## config.mk

```make
export PLATFORM = sky130hd
export DESIGN_NAME = snes_cpu_math
export DESIGN_NICKNAME = d
export VERILOG_FILES = /design/src/rtl/snes_pkg.sv /design/src/rtl/snes_math_step.sv /design/src/rtl/snes_cpu_math.sv
export SDC_FILE = /design/constraint.sdc
export NUM_CORES = 1
export LEC_CHECK = 0
export BUFFER_PORTS_ARGS = -buffer_cell sky130_fd_sc_hd__buf_2
export CAP_MARGIN = 20
export CELL_PAD_IN_SITES_DETAIL_PLACEMENT = 1
export CELL_PAD_IN_SITES_GLOBAL_PLACEMENT = 2
export CORE_MARGIN = 10
export CORE_UTILIZATION = 39
export CTS_BUF_LIST = sky130_fd_sc_hd__clkbuf_16
export CTS_CLUSTER_DIAMETER = 30
export CTS_CLUSTER_SIZE = 28
export DETAILED_ROUTE_END_ITERATION = 6
export PLACE_DENSITY_LB_ADDON = 0.08
export SETUP_SLACK_MARGIN = 0.3
export SYNTH_ARGS = -nofsm -noshare
export SYNTH_HDL_FRONTEND = slang
export SYNTH_SLANG_ARGS = --single-unit
```

## constraint.sdc

```tcl
create_clock -name CLK -period 4.7 [get_ports CLK]
set_clock_uncertainty 0.2 [all_clocks]
set_input_delay 0.235 -clock CLK [delete_from_list [all_inputs] [get_ports CLK]]
set_output_delay 0.235 -clock CLK [all_outputs]
set_load 0.1 [all_outputs]
```

## src/rtl/snes_pkg.sv

```systemverilog
// Shared definitions for the S-CPU math unit: register offsets and the sequencer state.
package snes_pkg;

    // Write offsets from $4200
    localparam logic [3:0] MATH_WRMPYA = 4'd2;
    localparam logic [3:0] MATH_WRMPYB = 4'd3;
    localparam logic [3:0] MATH_WRDIVL = 4'd4;
    localparam logic [3:0] MATH_WRDIVH = 4'd5;
    localparam logic [3:0] MATH_WRDIVB = 4'd6;
    // Read offsets from $4210
    localparam logic [3:0] MATH_RDDIVL = 4'd4;
    localparam logic [3:0] MATH_RDDIVH = 4'd5;
    localparam logic [3:0] MATH_RDMPYL = 4'd6;
    localparam logic [3:0] MATH_RDMPYH = 4'd7;

    typedef enum logic [1:0] {
        IDLE = 2'd0,
        MUL  = 2'd1,
        DIV  = 2'd2
    } math_state_t;

endpackage

```

## src/rtl/snes_math_step.sv

```systemverilog
// One combinational step of the shift-add multiply or restoring divide.
// Step k of a multiply adds A<<k when B[k] is set; step k of a divide tries to subtract D<<k.
module snes_math_step (
    input  logic        is_div_i,
    input  logic [3:0]  k_i,
    input  logic [7:0]  a_i,
    input  logic [7:0]  b_i,
    input  logic [7:0]  d_i,
    input  logic [15:0] rdmpy_i,
    input  logic [15:0] rddiv_i,
    output logic [15:0] rdmpy_o,
    output logic [15:0] rddiv_o
);

    logic [15:0] addend;
    logic [23:0] dshift;
    logic        q;

    always_comb begin
        addend  = {8'h00, a_i} << k_i;
        dshift  = {16'h0000, d_i} << k_i;
        // 24-bit compare so a large divisor shift never wraps into a false "fits"
        q       = ({8'h00, rdmpy_i} >= dshift);
        rdmpy_o = rdmpy_i;
        rddiv_o = rddiv_i;
        if (is_div_i) begin
            rddiv_o = {rddiv_i[14:0], q};
            if (q) rdmpy_o = rdmpy_i - dshift[15:0];
        end else if (b_i[k_i[2:0]]) begin
            rdmpy_o = rdmpy_i + addend;
        end
    end

endmodule

```

## src/rtl/snes_cpu_math.sv

```systemverilog
// S-CPU 8x8 multiply / 16/8 divide unit with memory-mapped operand and result registers.
// Define SNES_MATH_INSTANT_EN to produce final results on the start write (BUSY stays low).
module snes_cpu_math
    import snes_pkg::*;
#(
    parameter int MUL_STEPS = 8,
    parameter int DIV_STEPS = 16
) (
    input  logic       CLK,
    input  logic       RST_N,
    input  logic       EN,
    input  logic       WR,
    input  logic [3:0] RD_ADDR,
    input  logic [3:0] WR_ADDR,
    input  logic [7:0] DI,
    output logic [7:0] DO,
    output logic       BUSY
);

    localparam logic [3:0] MUL_LAST  = 4'(MUL_STEPS - 1);
    localparam logic [3:0] DIV_FIRST = 4'(DIV_STEPS - 1);

    math_state_t state_q, state_d;
    logic [3:0]  k_q, k_d;
    logic [7:0]  wrmpya_q, wrmpya_d;
    logic [7:0]  wrdivl_q, wrdivl_d;
    logic [7:0]  wrdivh_q, wrdivh_d;
    logic [7:0]  a_q, a_d;
    logic [7:0]  b_q, b_d;
    logic [7:0]  d_q, d_d;
    logic [15:0] rdmpy_q, rdmpy_d;
    logic [15:0] rddiv_q, rddiv_d;
    logic [15:0] step_mpy, step_div;

    snes_math_step u_step (
        .is_div_i (state_q == DIV),
        .k_i      (k_q),
        .a_i      (a_q),
        .b_i      (b_q),
        .d_i      (d_q),
        .rdmpy_i  (rdmpy_q),
        .rddiv_i  (rddiv_q),
        .rdmpy_o  (step_mpy),
        .rddiv_o  (step_div)
    );

`ifdef SNES_MATH_INSTANT_EN
    // Fully unrolled chains of the same step, fed straight from the start write.
    logic [MUL_STEPS:0][15:0] mchain;
    logic [MUL_STEPS-1:0][15:0] mchain_div;
    logic [DIV_STEPS:0][15:0] dchain_rem;
    logic [DIV_STEPS:0][15:0] dchain_quo;

    assign mchain[0]     = 16'h0000;
    assign dchain_rem[0] = {wrdivh_q, wrdivl_q};
    assign dchain_quo[0] = 16'h0000;

    for (genvar gi = 0; gi < MUL_STEPS; gi++) begin : g_mul
        snes_math_step u_mstep (
            .is_div_i (1'b0),
            .k_i      (4'(gi)),
            .a_i      (wrmpya_q),
            .b_i      (DI),
            .d_i      (8'h00),
            .rdmpy_i  (mchain[gi]),
            .rddiv_i  (16'h0000),
            .rdmpy_o  (mchain[gi+1]),
            .rddiv_o  (mchain_div[gi])
        );
    end

    for (genvar gi = 0; gi < DIV_STEPS; gi++) begin : g_div
        snes_math_step u_dstep (
            .is_div_i (1'b1),
            .k_i      (4'(DIV_STEPS - 1 - gi)),
            .a_i      (8'h00),
            .b_i      (8'h00),
            .d_i      (DI),
            .rdmpy_i  (dchain_rem[gi]),
            .rddiv_i  (dchain_quo[gi]),
            .rdmpy_o  (dchain_rem[gi+1]),
            .rddiv_o  (dchain_quo[gi+1])
        );
    end
`endif

    always_ff @(posedge CLK or negedge RST_N) begin
        if (!RST_N) begin
            state_q  <= IDLE;
            k_q      <= 4'd0;
            wrmpya_q <= 8'hFF;
            wrdivl_q <= 8'h00;
            wrdivh_q <= 8'h00;
            a_q      <= 8'h00;
            b_q      <= 8'h00;
            d_q      <= 8'h00;
            rdmpy_q  <= 16'h0000;
            rddiv_q  <= 16'h0000;
        end else begin
            state_q  <= state_d;
            k_q      <= k_d;
            wrmpya_q <= wrmpya_d;
            wrdivl_q <= wrdivl_d;
            wrdivh_q <= wrdivh_d;
            a_q      <= a_d;
            b_q      <= b_d;
            d_q      <= d_d;
            rdmpy_q  <= rdmpy_d;
            rddiv_q  <= rddiv_d;
        end
    end

    always_comb begin
        state_d  = state_q;
        k_d      = k_q;
        wrmpya_d = wrmpya_q;
        wrdivl_d = wrdivl_q;
        wrdivh_d = wrdivh_q;
        a_d      = a_q;
        b_d      = b_q;
        d_d      = d_q;
        rdmpy_d  = rdmpy_q;
        rddiv_d  = rddiv_q;

        if (EN) begin
            unique case (state_q)
                MUL: begin
                    rdmpy_d = step_mpy;
                    if (k_q == MUL_LAST) state_d = IDLE;
                    else                 k_d = k_q + 4'd1;
                end
                DIV: begin
                    rdmpy_d = step_mpy;
                    rddiv_d = step_div;
                    if (k_q == 4'd0) state_d = IDLE;
                    else             k_d = k_q - 4'd1;
                end
                default: ;
            endcase

            // Start writes come last so they override an in-flight step
            if (WR) begin
                unique case (WR_ADDR)
                    MATH_WRMPYA: wrmpya_d = DI;
                    MATH_WRDIVL: wrdivl_d = DI;
                    MATH_WRDIVH: wrdivh_d = DI;
                    MATH_WRMPYB: begin
                        a_d     = wrmpya_q;
                        b_d     = DI;
                        rddiv_d = {DI, wrmpya_q};
                        k_d     = 4'd0;
`ifdef SNES_MATH_INSTANT_EN
                        rdmpy_d = mchain[MUL_STEPS];
                        state_d = IDLE;
`else
                        rdmpy_d = 16'h0000;
                        state_d = MUL;
`endif
                    end
                    MATH_WRDIVB: begin
                        d_d     = DI;
                        k_d     = DIV_FIRST;
`ifdef SNES_MATH_INSTANT_EN
                        rdmpy_d = dchain_rem[DIV_STEPS];
                        rddiv_d = dchain_quo[DIV_STEPS];
                        state_d = IDLE;
`else
                        rdmpy_d = {wrdivh_q, wrdivl_q};
                        rddiv_d = 16'h0000;
                        state_d = DIV;
`endif
                    end
                    default: ;
                endcase
            end
        end
    end

    always_comb begin
        DO = 8'h00;
        unique case (RD_ADDR)
            MATH_RDDIVL: DO = rddiv_q[7:0];
            MATH_RDDIVH: DO = rddiv_q[15:8];
            MATH_RDMPYL: DO = rdmpy_q[7:0];
            MATH_RDMPYH: DO = rdmpy_q[15:8];
            default:     DO = 8'h00;
        endcase
    end

    assign BUSY = (state_q != IDLE);

endmodule

```

==> results_dict.tcl, run 1 <==
set metrics [dict create \
    mostFrequentLayoutCells "nand2_1 (163), dfrtp_1 (77), nor2_1 (49), o21ai_0 (47), a21oi_1 (40)" \
    clockRootBuffer "clkbuf_16" \
    r2r_slack_ps 510 \
    synth-main-ff-cell "dfrtp_1" \
    p_clk_share_pct 15.1 \
    grt_pass1_vias 6344 \
    cts.path.max_buffers 2 \
    grt_max_degree 48 \
    finalPower_uw 4650 \
    synthMuxAreaShare_pct 10.8 \
    p_leak_uw 0.00343 \
    drc_errors 0 \
    core_area_um2 16400 \
    viasPerCell 6.03 \
    area_growth_pct 12.4 \
    die_x_um 149 \
    setup_tns_ps 0 \
    arrival_ps 4210 \
    fmax_mhz 239 \
    hold_viol 0 \
    cp_data_required_time_ps 4720 \
    die_area_um2 22200 \
    drv_slew 0 \
    mostFrequentLayoutCell "nand2_1" \
    clkLatencyLatePin_ps 350 \
    yosys_warnings 0 \
    p_int_uw 2370 \
    cts.sinks 86 \
    synth_cells 765 \
    fillers 1952 \
    worstPathMaxFanout 18 \
    min_to "d_q[4]" \
    synth_compound_area_share_pct 21.6 \
    hold_start "DI[4]" \
    async_reset_ff_share_pct 100 \
    p_seq_share_pct 26.5 \
    fin_cells 1021 \
    pwr_density_cell_nw_per_um2 639 \
    antenna_found_initial 0 \
    synth_edf_count 0 \
    vdd_drop_max_mv 0.298 \
    placedInstanceArea_um2 6850 \
    post_drt_wl_per_cell_um 24.4 \
    initial_core_util_pct 39.5 \
    rsz0062_at_grt "no" \
    drive_gt1_share_pct 16.6 \
    power_switching_uw 2280 \
    tightest_slew_ps 907 \
    synth-simple-area-share_pct 19.7 \
    synth_top_family_by_area "compound AO/OA/AOI/OAI gates" \
    synth_nets 823 \
    drv_cap 0 \
    fin_nets 854 \
    worst_hold_slack_ps 11.0 \
    start_kind "flip-flop" \
    numCtsBuffers 9 \
    hold_depth 3 \
    vias 6160 \
    synth_xor_area_share_pct 3.11 \
    ys_ff_latch 86 \
    power_frac_comb_pct 58.3 \
    wl_um 24900 \
    antenna_left 0 \
    setup_viol 0 \
    dp_hpwl_um 19100 \
    detail_route.first_pass.iterations 5 \
    yosysSeqAreaShare_pct 33.4 \
    synthDistinctLibCells 64 \
    io_pins 29 \
    port_buffers 28 \
    tritoncts "built" \
    grt_pass1_wl_um 38900 \
    synth_fa_ha_area_share_pct 7.57 \
    die_h_um 149 \
    reg2reg_from "k_q[0]" \
    drtIter0Drc 412 \
    switching_share_pct 49.0 \
    avgSynthCellArea_um2 8.46 \
    gr-usage-all-layers_pct 22.6 \
    hold_path_class "primary input to flip-flop" \
    regToRegEndpoint "rdmpy_q[12]" \
    dp.cells 993 \
    clkTransAtPathRegs_ps 70 \
    htree_num_levels 3 \
    timing.slew.headroom_pct 39.4 \
    path_class "flip-flop to flip-flop" \
    final.period_utilization_pct 89.1 \
    row_count 47 \
    synthesis.area_um2 6470 \
    cp-end-kind "flip-flop" \
    status "finished clean" \
    period_needed_ps 4190 \
    gp_congestion 0.878 \
    reg2reg_depth 16 \
    insertedDiodeCount 0 \
    fin_area_um2 7280 \
    gr-total-overflow 0 \
]
==> power by group through the flow <==
stage               clock [uW]  sequential, uW  combinational, uW
global route               746            1250               2970
CTS                        714            1230               2640
floorplan                    0            1100               1950
finish                     704            1230               2710
global placement             0            1230               2560
detailed placement           0            1240               2610
==> cells by family after synthesis <==
logic type	after synthesis
buffers and inverters	57
flip-flops	86
multiplexers	61
AND/OR/NAND/NOR	293
XOR/XNOR	23
adder cells (fa/ha/maj)	38
AO/OA/AOI/OAI	207
==> Yosys cell counts, types with 11 or more instances <==
cell type | n | area (um^2)
nand2_1 | 163 | 612
dfrtp_1 | 78 | 1950
nor2_1 | 49 | 184
o21ai_0 | 47 | 235
a21oi_1 | 41 | 205
mux2_2 | 39 | 439
a22oi_1 | 38 | 285
ha_1 | 36 | 450
clkbuf_1 | 24 | 90.1
inv_1 | 20 | 75.1
nand3_1 | 20 | 100
mux2i_1 | 18 | 180
xnor2_1 | 15 | 131
a21o_1 | 11 | 82.6
==> cell type report <==
type | count | area (um^2) | area share [%]
Inverter | 20 | 75.1 | 1.03
Sequential cell | 86 | 2170 | 29.8
Clock inverter | 7 | 51.3 | 0.705
Tap cell | 220 | 275 | 3.78
Timing Repair Buffer | 57 | 384 | 5.28
Multi-Input combinational cell | 622 | 4100 | 56.4
Clock buffer | 9 | 225 | 3.09
==> worst max-delay path, stage by stage (launching register included) <==
cell,delay (ps)
dfrtp_4,530
buf_4,240
nor2_1,170
nand2_1,70
o21ai_0,170
mux2i_1,170
or2_2,330
ha_1,220
or3_1,360
or2_2,310
o221ai_2,160
a31oi_1,130
and2_2,270
buf_4,200
a32o_1,230
a21oi_1,180
o211ai_1,100
==> metal layers <==
metal | up-vias | global-route usage (%) | part of all wire (%)
li1 | 2835 | - | -
met1 | 3112 | 30.9 | 46
met2 | 176 | 36.0 | 46
met3 | 37 | 2.64 | 4.5
met4 | 0 | 8.19 | 3.0
met5 | - | 0 | 0
==> worst max-delay path by stage <==
| stage | end | cells past startpoint | start | slack (ps) |
|---|---|---|---|---|
| finish | rdmpy_q[12] | 16 | k_q[0] | 510 |
| global route | rdmpy_q[13] | 14 | k_q[0] | 320 |
| CTS | rdmpy_q[4] | 15 | k_q[0] | 400 |
| detailed placement | rdmpy_q[15] | 14 | k_q[0] | 80 |
| global placement | rdmpy_q[15] | 14 | k_q[0] | 290 |
| floorplan | rdmpy_q[10] | 16 | k_q[0] | 700 |
==> stage by stage <==
step | util (%) | worst slack [ps]
2_1_floorplan | - | 695
3_3_place_gp | 41.8 | 293
3_5_place_dp | 41.8 | 84.6
4_1_cts | 43.9 | 396
5_1_grt | 44.4 | 321
6_report | 44.4 | 513
==> timing repair <==
item,CTS,global route
endpoints found under the hold margin,44,0
buffers inserted,0,3
hold buffers,7,0
resized for setup,2,7
endpoints found under the setup margin,5,14
==> sequential cells by signal, summed over array words and instances (netlist names) <==
| signal | count |
|---|---|
| a_q | 8 |
| b_q | 8 |
| d_q | 8 |
| k_q | 4 |
| rddiv_q | 16 |
| rdmpy_q | 16 |
| state_q | 2 |
| wrdivh_q | 8 |
| wrdivl_q | 8 |
| wrmpya_q | 8 |
(Power assumes the default switching activity.)
==> run 2: changes to the inputs <==
ABC_AREA = 1   (was unset)
CORE_UTILIZATION = 35   (was 39)
GPL_TIMING_DRIVEN = 0   (was unset)
==> run 2 against run 1 <==
Synthesized area rose by 6.8%. Wire length is 12% higher. Setup slack better by 130 ps. Die area up 16%. Combinational power increased by 56%. Via count grew 16%. Sequential power barely moved. Worst hold slack got worse by 1.7 ps. First-iteration DRC count is 11% higher. Sequential share of layout area decreased by 1.7 points. Design area rose by 5.9%. Global-route usage decreased by 1.0 points. Critical path type unchanged. Largest cell class unchanged. Largest power group unchanged. Highest routed layer unchanged.
==> results_dict.tcl, run 2 <==
set metrics [dict create \
    tritoncts "built" \
    tightest_slew_ps 864 \
    fmax_mhz 247 \
    synth_cells 1034 \
    synth.most_common_cell "nand2_1" \
    cts.sinks 86 \
    finalPower_uw 6150 \
    met3_length_um 786 \
    synth_nets 1092 \
    p_seq_share_pct 19.6 \
    top_regs "rddiv_q (16), rdmpy_q (16)" \
    numCtsBuffers 9 \
    clkLatencyLatePin_ps 350 \
    power_switching_uw 3480 \
    synth_common_cells "nand2_1 (288), inv_1 (133), o21ai_0 (108)" \
    insertedDiodeCount 0 \
    drt-met1-wl_um 13300 \
    grt_pass1_vias 7418 \
    mostFrequentLayoutCells "nand2_1 (288), inv_1 (133), o21ai_0 (107), dfrtp_1 (78), a21oi_1 (74)" \
    drc_errors 0 \
    grt_max_degree 55 \
    switching_share_pct 56.6 \
    synthesis.area_um2 6920 \
    drtIter0Drc 457 \
    arrival_ps 4140 \
    antenna_left 0 \
    routed.top_layer "met4" \
    timing.slew.headroom_pct 42.4 \
    cts.path.max_buffers 2 \
    die_h_um 161 \
    initial_core_util_pct 35.5 \
    yosys_warnings 0 \
    clockRootBuffer "clkbuf_16" \
    wl_um 28000 \
    dp_hpwl_um 22800 \
    die_x_um 161 \
    hold_path_class "primary input to flip-flop" \
    row_count 51 \
    setup_tns_ps 0 \
    synth_edf_count 0 \
    hold_viol 0 \
    htree_num_levels 3 \
    gp_congestion 0.908 \
    drive_gt1_share_pct 7.32 \
    final.period_utilization_pct 86.3 \
    post_drt_wl_per_cell_um 20.8 \
    synth.top_cell.area_share_pct 28.2 \
    synth-main-ff-cell "dfrtp_1" \
    synth_area_leaders "dfrtp_1 (28%), nand2_1 (16%), o21ai_0 (7.8%)" \
    vdd_drop_max_mv 0.229 \
    p_leak_uw 0.00374 \
    rsz0062_at_grt "no" \
    clkTransAtPathRegs_ps 70 \
    period_needed_ps 4050 \
    die_area_um2 25800 \
    detail_route.first_pass.iterations 5 \
    synthDistinctLibCells 44 \
    io_pins 29 \
    viasPerCell 5.32 \
    cp-end-kind "flip-flop" \
    power_frac_comb_pct 69.0 \
    gr-usage-all-layers_pct 21.6 \
    yosysSeqAreaShare_pct 31.3 \
    port_buffers 27 \
    cp_data_required_time_ps 4790 \
    drv_cap 0 \
    p_int_uw 2670 \
    p_clk_share_pct 11.4 \
    core_area_um2 19500 \
    area_growth_pct 11.4 \
    ys_ff_latch 86 \
    pwr_density_cell_nw_per_um2 798 \
    drv_slew 0 \
    setup_viol 0 \
    vias 7152 \
    path_class "flip-flop to flip-flop" \
    mostFrequentLayoutCell "nand2_1" \
    worstPathMaxFanout 10 \
    async_reset_ff_share_pct 100 \
    route.met2.wl_um 13100 \
    postCtsSetupBuffers 0 \
    yosysTopAreaCell "dfrtp_1" \
    status "finished clean" \
    start_kind "flip-flop" \
    antenna_found_initial 0 \
    gr-total-overflow 0 \
    grt_pass1_wl_um 43400 \
    fin_nets 1132 \
    avgSynthCellArea_um2 6.69 \
]
[run 2: cell count changes after synthesis, sizes merged, moves of 34 or more]
cell   delta
a22oi    -34
inv     +115
mux2     -40
nand2   +131
nand3    +53
o21ai    +59
[run 2: final cells by class]
cell class,count,area [um^2]
multi-input combinational,773,4070
inverter,138,518
timing repair buffer,29,175
clock inverter,7,53.8
buffer,37,170
tap,265,332
clock buffer,9,225
sequential,86,2160
fill,2553,11800
[run 2: timing repair]
item | in CTS | in global routing
endpoints found under the setup margin | 0 | 11
gates resized for setup | 0 | 3
endpoints found under the hold margin | 32 | 0
hold buffers | 1 | 0
[run 2: cell families (layout without fill, tap and decap cells)]
kind of cell | after synthesis | after routing | synth area share, %
buf+inv | 175 | 220 | 9.93
compound gates | 250 | 250 | 20.8
xor+xnor | 21 | 21 | 2.66
mux | 2 | 2 | 0.289
simple gates | 462 | 462 | 28.0
flops | 86 | 86 | 31.3
fa+ha+maj | 38 | 38 | 7.09
[run 2: per-layer routing]
metal  track usage, %  up-vias
li1                 -     3545
met1             28.5     3448
met2             35.6      124
met3             2.17       35
met4             8.22        0
met5                0        -
[run 2: worst max-delay path, cell delays in order (launching register included)]
cell and delay [ps]:
dfrtp_1 470, buf_4 230, buf_4 180, buf_2 220
o21ai_0 190, o21ai_0 390, nand2_1 80, o21ai_0 120
nor2_1 100, ha_1 350, a21oi_1 280, a21boi_0 200
nand2_1 130, nand2_1 130, nand2_1 70, xor2_1 180
nor2_1 80, o21ai_0 210, nand3_1 100, nand2_1 70
[run 2: path summary, 6_finish.rpt]
| kind | endpoint | start | slack [ps] | depth (start not counted) |
|---|---|---|---|---|
| max in group asynchronous | wrmpya_q[2] | RST_N | 3410 | 3 |
| min in group asynchronous | b_q[4] | RST_N | 190 | 2 |
| max | rdmpy_q[9] | k_q[0] | 650 | 19 |
| min reg2reg | b_q[3] | b_q[3] | 290 | 2 |
| max reg2reg | rdmpy_q[9] | k_q[0] | 650 | 19 |
| min | b_q[5] | DI[5] | 9 | 3 |
[run 2: power groups by stage]
stage	clock (uW)	sequential [uW]	combinational [uW]
after detailed placement	0	1220	4190
after global routing	742	1230	4770
final	700	1210	4240
after floorplan	0	1110	3030
after CTS	710	1200	4230
after global placement	0	1210	4190
[run 2: through the flow]
stage / instances / setup slack [ps] / hold slack, ps / area, um^2 / utilization (%)
after global routing: 1344 / 323 / 32.1 / 7700 / 39.6
after CTS: 1344 / 477 / 33.2 / 7700 / 39.6
after detailed placement: 1327 / 503 / 31.1 / 7410 / 38.1
after floorplan: 1034 / 1460 / -261 / 6920 / -
after global placement: 1326 / 483 / 264 / 7380 / 37.9
final: 1344 / 645 / 9.27 / 7700 / 39.6
